$ cat src/rtl/bus_turnaround_arbiter.sv
`default_nettype none
// ============================================================================
//  Module      : bus_turnaround_arbiter
//  Description : Break-before-make arbiter for one shared tri-state data bus
//                used by two requesters (A and B). It drives the active-low
//                output enables of the dual 4-bit buffer pair. Features:
//                programmable dead time, round-robin fairness and a bounded
//                hold time with preemption.
//  Revision    : 1.0 - initial release
// ----------------------------------------------------------------------------
//  Parameters
//    DEAD_CYC : cycles with both enables high between a release and the
//               next grant (1..2^CW-1)
//    MAX_HOLD : maximum ownership cycles while the other side requests;
//               0 disables preemption
//    CW       : width of the dead-time and hold counters
//  Ports
//    SIM_CLK  in   system clock, rising edge
//    SIM_RST  in   synchronous active-high reset
//    REQa     in   requester A wants the bus (level)
//    REQb     in   requester B wants the bus (level)
//    GNTa     out  A owns the bus (registered)
//    GNTb     out  B owns the bus (registered)
//    OEa_     out  active-low enable, buffer half a (low exactly when GNTa)
//    OEb_     out  active-low enable, buffer half b (low exactly when GNTb)
//    TOUTa    out  one-cycle pulse: A preempted by hold timeout
//    TOUTb    out  one-cycle pulse: B preempted by hold timeout
//    BUSY     out  high whenever the arbiter is not idle
// ============================================================================
module bus_turnaround_arbiter #(
  parameter int DEAD_CYC = 2,
  parameter int MAX_HOLD = 16,
  parameter int CW       = 5
) (
  input  logic SIM_CLK,
  input  logic SIM_RST,
  input  logic REQa,
  input  logic REQb,
  output logic GNTa,
  output logic GNTb,
  output logic OEa_,
  output logic OEb_,
  output logic TOUTa,
  output logic TOUTb,
  output logic BUSY
);

  typedef enum logic [1:0] {
    S_IDLE  = 2'd0,
    S_OWN_A = 2'd1,
    S_OWN_B = 2'd2,
    S_TURN  = 2'd3
  } state_t;

  localparam logic [CW-1:0] c_dead_last  = CW'(DEAD_CYC - 1);
  localparam logic [CW-1:0] c_hold_last  = CW'(MAX_HOLD - 1);
  localparam bit            c_preempt_en = (MAX_HOLD != 0);

  state_t        r_state;
  state_t        w_state_nxt;
  logic          r_ptr_b;       // 1: B wins the next tie, 0: A wins
  logic          w_ptr_b_nxt;
  logic [CW-1:0] r_hold;
  logic [CW-1:0] w_hold_nxt;
  logic [CW-1:0] r_dead;
  logic [CW-1:0] w_dead_nxt;
  logic          w_touta_nxt;
  logic          w_toutb_nxt;
  logic          w_arb;         // evaluate requests this cycle
  logic          w_pick_a;
  logic          w_pick_b;

  // Round-robin choice; only consulted when w_arb is set.
  assign w_pick_a = REQa & (~REQb | ~r_ptr_b);
  assign w_pick_b = REQb & (~REQa |  r_ptr_b);

  // --------------------------------------------------------------------------
  // Next-state logic
  // --------------------------------------------------------------------------
  always_comb begin
    w_state_nxt = r_state;
    w_ptr_b_nxt = r_ptr_b;
    w_hold_nxt  = '0;
    w_dead_nxt  = '0;
    w_touta_nxt = 1'b0;
    w_toutb_nxt = 1'b0;
    w_arb       = 1'b0;

    case (r_state)
      S_IDLE: begin
        w_arb = 1'b1;
      end

      S_OWN_A: begin
        w_hold_nxt = (r_hold == '1) ? r_hold : r_hold + 1'b1;
        if (!REQa) begin
          w_state_nxt = S_TURN;
        end else if (c_preempt_en && (r_hold == c_hold_last) && REQb) begin
          w_state_nxt = S_TURN;
          w_touta_nxt = 1'b1;
        end
      end

      S_OWN_B: begin
        w_hold_nxt = (r_hold == '1) ? r_hold : r_hold + 1'b1;
        if (!REQb) begin
          w_state_nxt = S_TURN;
        end else if (c_preempt_en && (r_hold == c_hold_last) && REQa) begin
          w_state_nxt = S_TURN;
          w_toutb_nxt = 1'b1;
        end
      end

      S_TURN: begin
        // The last dead cycle arbitrates exactly like IDLE, so a pending
        // request is granted without passing through IDLE.
        if (r_dead == c_dead_last) begin
          w_arb = 1'b1;
        end else begin
          w_dead_nxt = r_dead + 1'b1;
        end
      end

      default: begin
        w_state_nxt = S_IDLE;
      end
    endcase

    if (w_arb) begin
      if (w_pick_a) begin
        w_state_nxt = S_OWN_A;
        w_ptr_b_nxt = 1'b1;
      end else if (w_pick_b) begin
        w_state_nxt = S_OWN_B;
        w_ptr_b_nxt = 1'b0;
      end else begin
        w_state_nxt = S_IDLE;
      end
    end
  end

  // --------------------------------------------------------------------------
  // State register; outputs are registered decodes of the next state so that
  // they change on the same edge as the state and never depend on REQ
  // combinationally.
  // --------------------------------------------------------------------------
  always_ff @(posedge SIM_CLK) begin
    if (SIM_RST) begin
      r_state <= S_IDLE;
      r_ptr_b <= 1'b0;
      r_hold  <= '0;
      r_dead  <= '0;
      GNTa    <= 1'b0;
      GNTb    <= 1'b0;
      OEa_    <= 1'b1;
      OEb_    <= 1'b1;
      TOUTa   <= 1'b0;
      TOUTb   <= 1'b0;
      BUSY    <= 1'b0;
    end else begin
      r_state <= w_state_nxt;
      r_ptr_b <= w_ptr_b_nxt;
      r_hold  <= w_hold_nxt;
      r_dead  <= w_dead_nxt;
      GNTa    <= (w_state_nxt == S_OWN_A);
      GNTb    <= (w_state_nxt == S_OWN_B);
      OEa_    <= (w_state_nxt != S_OWN_A);
      OEb_    <= (w_state_nxt != S_OWN_B);
      TOUTa   <= w_touta_nxt;
      TOUTb   <= w_toutb_nxt;
      BUSY    <= (w_state_nxt != S_IDLE);
    end
  end

endmodule
`default_nettype wire

$ cat config.mk
export PLATFORM = sky130hd
export DESIGN_NAME = bus_turnaround_arbiter
export DESIGN_NICKNAME = d
export VERILOG_FILES = /design/src/rtl/bus_turnaround_arbiter.sv
export SDC_FILE = /design/constraint.sdc
export NUM_CORES = 1
export LEC_CHECK = 0
export BUFFER_PORTS_ARGS = -buffer_cell sky130_fd_sc_hd__clkbuf_2
export CORE_UTILIZATION = 45
export DETAILED_ROUTE_END_ITERATION = 10
export PLACE_DENSITY = 0.73
export SLEW_MARGIN = 10
export SYNTH_ARGS = -nofsm -noshare
export SYNTH_HDL_FRONTEND = slang
export SYNTH_SLANG_ARGS = --single-unit
export TNS_END_PERCENT = 30
$ cat constraint.sdc
create_clock -name SIM_CLK -period 3.01 [get_ports SIM_CLK]
set_clock_uncertainty 0.1 [all_clocks]
set_input_delay 0.602 -clock SIM_CLK [delete_from_list [all_inputs] [get_ports SIM_CLK]]
set_output_delay 0.602 -clock SIM_CLK [all_outputs]
set_load 0.01 [all_outputs]
==> summary.md <==
| Metric | Value |
|---|---|
| WP buf/inv | 0 |
| Clock Tree Buf Depth | 2 |
| Detail Route Antenna Nets | 0 |
| Overall Power | 875 µW |
| Number of hold-repair buffers added at the cts stage | 0 |
| Number of register bits inferred by synthesis | 20 |
| Drc violations | 0 |
| Number of clock buffers inserted by TritonCTS | 3 |
| Min-Delay Path Class | reg -> reg |
| Longest individual stage delay on the worst path | 390 ps |
| Overall die width | 47.1 µm |
| Placed cell count | 126 |
| Layout Nets | 119 |
| Endpoint class of the critical path | flop |
| CTS tree | built |
| Share of power burned in registers | 0.389 |
| Number of buffers inserted by post-CTS setup repair | 0 |
| Die outline area | 0.00222 mm² |
| Slew at the pin with the worst max-slew slack | 674 ps |
| Fraction of the yosys area taken by sequential cells | 0.437 |
| Die height | 47.1 µm |
| Result of the run | finished clean |
| Average wire per cell in the routed design | 11.6 µm |
| Layer with the highest usage after global routing | met2 |
| Data arrival time of the critical path | 2350 ps |
| DRT iter0 DRCs | 4 |
| Worst vdd ir | 330 µV |
| Router iterations before antenna repair | 4 |
| Met3 GRT Util | 0.0462 |
| Cell at the slowest stage of the critical path | sky130_fd_sc_hd__dfxtp_1 |
| Min Tclk post-route | 2250 ps |
| Max H-tree Level | 1 |
| Worst path top cell family by delay | compound AO/OA/AOI/OAI gates |
| Relative contribution of the clock network to total power | 0.253 |
| Clock latency on the worst-skew pair | 310 ps |
| Highest Clock Rate | 0.445 GHz |
| Floorplan row count | 15 |
| Data required time at the worst endpoint | 3110 ps |
| Synthesized netlist net count | 105 |
| Layout filler cell count | 169 |
| Dpl hpwl | 1140 µm |
| Worst path cell trace | ha_1, and3_1, ha_1, mux2i_1, a311o_1, a221o_1, or3_1 |
| Cells after synthesis | 92 |
| Overall track demand over capacity in global routing | 0.169 |
| Largest fanout on the critical path | 6 |
| Met2 demand-to-capacity share in global routing | 0.303 |
| Yosys warning total | 0 |
| Initial Utilization | 0.503 |
| Antenna diode instance count | 0 |
| Number of placed I/O pins | 11 |
| Switch Pwr | 295 µW |
| Detail-routed via count per cell | 5.09 |
| Final period util | 0.746 |
| Setup total negative slack | 0 ps |
| M1 GR Usage | 0.182 |
| Fraction of power consumed by combinational cells | 0.357 |
| Number of distinct library cells after synthesis | 31 |
| Core Region | 0.00182 mm² |
| Total detailed-routing wirelength | 1510 µm |
| WS Path Type | reg -> reg |
| Clock sinks | 20 |
| Fraction of layout instances using a drive strength above 1 | 0.181 |
| Power density over the cells | 836 mW/mm² |
| DR vias | 662 |
| Final max-slew violation count | 0 |
| # resized after CTS | 0 |
| Fin. Hold Viols | 0 |
| Initial antenna violation count | 0 |
| Area Growth Syn to Fin | 14.2% |
| Cell at the root of the clock tree | sky130_fd_sc_hd__clkbuf_4 |
| Sw Share | 0.337 |
| Input/output buffers | 10 |
| Max_slew headroom | 0.539 |
| Final setup viols | 0 |
| Number of maximum-capacitance violations | 0 |
| Clk pin slew, worst setup/hold paths | 110 ps |
| CP most frequent cell | sky130_fd_sc_hd__ha_1 |
| Global-route wire length before repair | 2540 µm |
| Global placement routability congestion | 0.782 |
| Regs by FF count | r_dead: 5 flops, r_hold: 5 flops, r_state: 2 flops |
| Total internal power | 580 µW |
| Critical Path Source Type | flop |
| Total congestion overflow | 0 |
| Synth Cell Area | 916 µm² |
| Synthesized area per cell | 9.96 µm² |
| Leakage power | 0.000441 µW |
| Via count of the first global-routing pass | 650 |
| Maximum number of pins on one net before global-route repair | 13 |
| Number of non-filler instances in the completed layout | 130 |
| RSZ-0062 raised after global routing | false |
## per-layer routing
layer | share of wire | up-vias
met5 | 0 | -
met4 | 0.019 | 0
met2 | 0.48 | 13
met3 | 0.037 | 3
met1 | 0.46 | 297
li1 | - | 349
## worst register-to-register path, cell delays in order (launching register included)
cell and delay [ps]:
sky130_fd_sc_hd__dfxtp_1 390, sky130_fd_sc_hd__ha_1 170, sky130_fd_sc_hd__and3_1 190, sky130_fd_sc_hd__ha_1 170
sky130_fd_sc_hd__mux2i_1 90, sky130_fd_sc_hd__a311o_1 350, sky130_fd_sc_hd__a221o_1 360, sky130_fd_sc_hd__or3_1 320
## per-stage QoR
stage	setup WS, ps	hold WS (ps)	utilization	instance area [µm²]
2_1_floorplan	916	333	-	916
3_3_place_gp	854	355	0.546	993
3_5_place_dp	783	368	0.546	993
4_1_cts	763	397	0.575	1050
5_1_grt	646	425	0.575	1050
6_report	764	390	0.575	1050
## synth_stat cells
cell	n	area, µm²
sky130_fd_sc_hd__nor4b_2	1	15.0
sky130_fd_sc_hd__a31oi_1	1	6.26
sky130_fd_sc_hd__clkbuf_1	1	3.75
sky130_fd_sc_hd__nor4b_1	2	17.5
sky130_fd_sc_hd__nor3_1	2	10.0
sky130_fd_sc_hd__and3_1	1	6.26
sky130_fd_sc_hd__nand4b_1	1	8.76
sky130_fd_sc_hd__nand3_1	3	15.0
sky130_fd_sc_hd__a311o_1	1	10.0
sky130_fd_sc_hd__xnor2_1	2	17.5
sky130_fd_sc_hd__dfxtp_1	20	400
sky130_fd_sc_hd__nor2b_1	1	6.26
sky130_fd_sc_hd__inv_1	6	22.5
sky130_fd_sc_hd__xor2_1	4	35.0
sky130_fd_sc_hd__nor2_1	14	52.6
sky130_fd_sc_hd__a221o_1	2	20.0
sky130_fd_sc_hd__and2_1	2	12.5
sky130_fd_sc_hd__or3_1	1	6.26
sky130_fd_sc_hd__and4_2	1	10.0
sky130_fd_sc_hd__ha_1	9	113
sky130_fd_sc_hd__nand3b_1	1	7.51
sky130_fd_sc_hd__a221oi_2	1	15.0
sky130_fd_sc_hd__and3_2	1	7.51
sky130_fd_sc_hd__a21oi_1	4	20.0
sky130_fd_sc_hd__nand2b_1	1	6.26
sky130_fd_sc_hd__mux2i_1	2	20.0
sky130_fd_sc_hd__a2111oi_0	2	17.5
sky130_fd_sc_hd__nand2_1	2	7.51
sky130_fd_sc_hd__a21o_1	1	7.51
sky130_fd_sc_hd__a311o_2	1	11.3
sky130_fd_sc_hd__nor3b_1	1	7.51
## kinds of logic (layout without fill, tap and decap cells)
| kind of cell | count (synthesis) | after routing | synth area share |
|---|---|---|---|
| buffers and inverters | 7 | 20 | 0.0287 |
| multiplexers | 2 | 2 | 0.0219 |
| adder cells (fa/ha/maj) | 9 | 9 | 0.123 |
| flip-flops | 20 | 20 | 0.437 |
| XOR/XNOR | 6 | 6 | 0.0574 |
| AO/OA/AOI/OAI | 13 | 13 | 0.117 |
| AND/OR/NAND/NOR | 35 | 35 | 0.215 |
## power by group through the flow
stage	logic, µW	clock network, µW	registers (µW)
3_3_place_gp	306	0	343
6_report	313	222	341
2_1_floorplan	236	0	348
3_5_place_dp	311	0	347
4_1_cts	313	225	340
5_1_grt	357	232	346
## cell usage in the layout (no fill, tap or decap), types with 2 or more instances in the layout
cell,n
sky130_fd_sc_hd__nor2_1,14
sky130_fd_sc_hd__xnor2_1,2
sky130_fd_sc_hd__a221o_1,2
sky130_fd_sc_hd__nand3_1,3
sky130_fd_sc_hd__dfxtp_1,20
sky130_fd_sc_hd__clkbuf_2,10
sky130_fd_sc_hd__a2111oi_0,2
sky130_fd_sc_hd__mux2i_1,2
sky130_fd_sc_hd__clkbuf_4,3
sky130_fd_sc_hd__nor4b_1,2
sky130_fd_sc_hd__nor3_1,2
sky130_fd_sc_hd__inv_1,6
sky130_fd_sc_hd__a21oi_1,4
sky130_fd_sc_hd__xor2_1,4
sky130_fd_sc_hd__nand2_1,2
sky130_fd_sc_hd__and2_1,2
sky130_fd_sc_hd__ha_1,9
## cell type report
| type | count | area, µm² | share of cell area |
|---|---|---|---|
| clock buffer | 3 | 22.5 | 0.0215 |
| clock inverter | 1 | 30.0 | 0.0287 |
| sequential | 20 | 400 | 0.383 |
| multi-input combinational | 65 | 489 | 0.468 |
| timing repair buffer | 10 | 50.0 | 0.0478 |
| inverter | 6 | 22.5 | 0.0215 |
| tap | 25 | 31.3 | 0.0299 |
## path summary, 6_finish.rpt
check | from | to | slack (ps) | cells past startpoint
worst min register to register | r_dead[0] | r_dead[0] | 390 | 1
worst max register to register | r_hold[0] | OEb_ | 760 | 7
worst min-delay path | r_dead[0] | r_dead[0] | 390 | 1
worst max-delay path | r_hold[0] | OEb_ | 760 | 7
No activity file was read; power rests on OpenSTA's default activity.
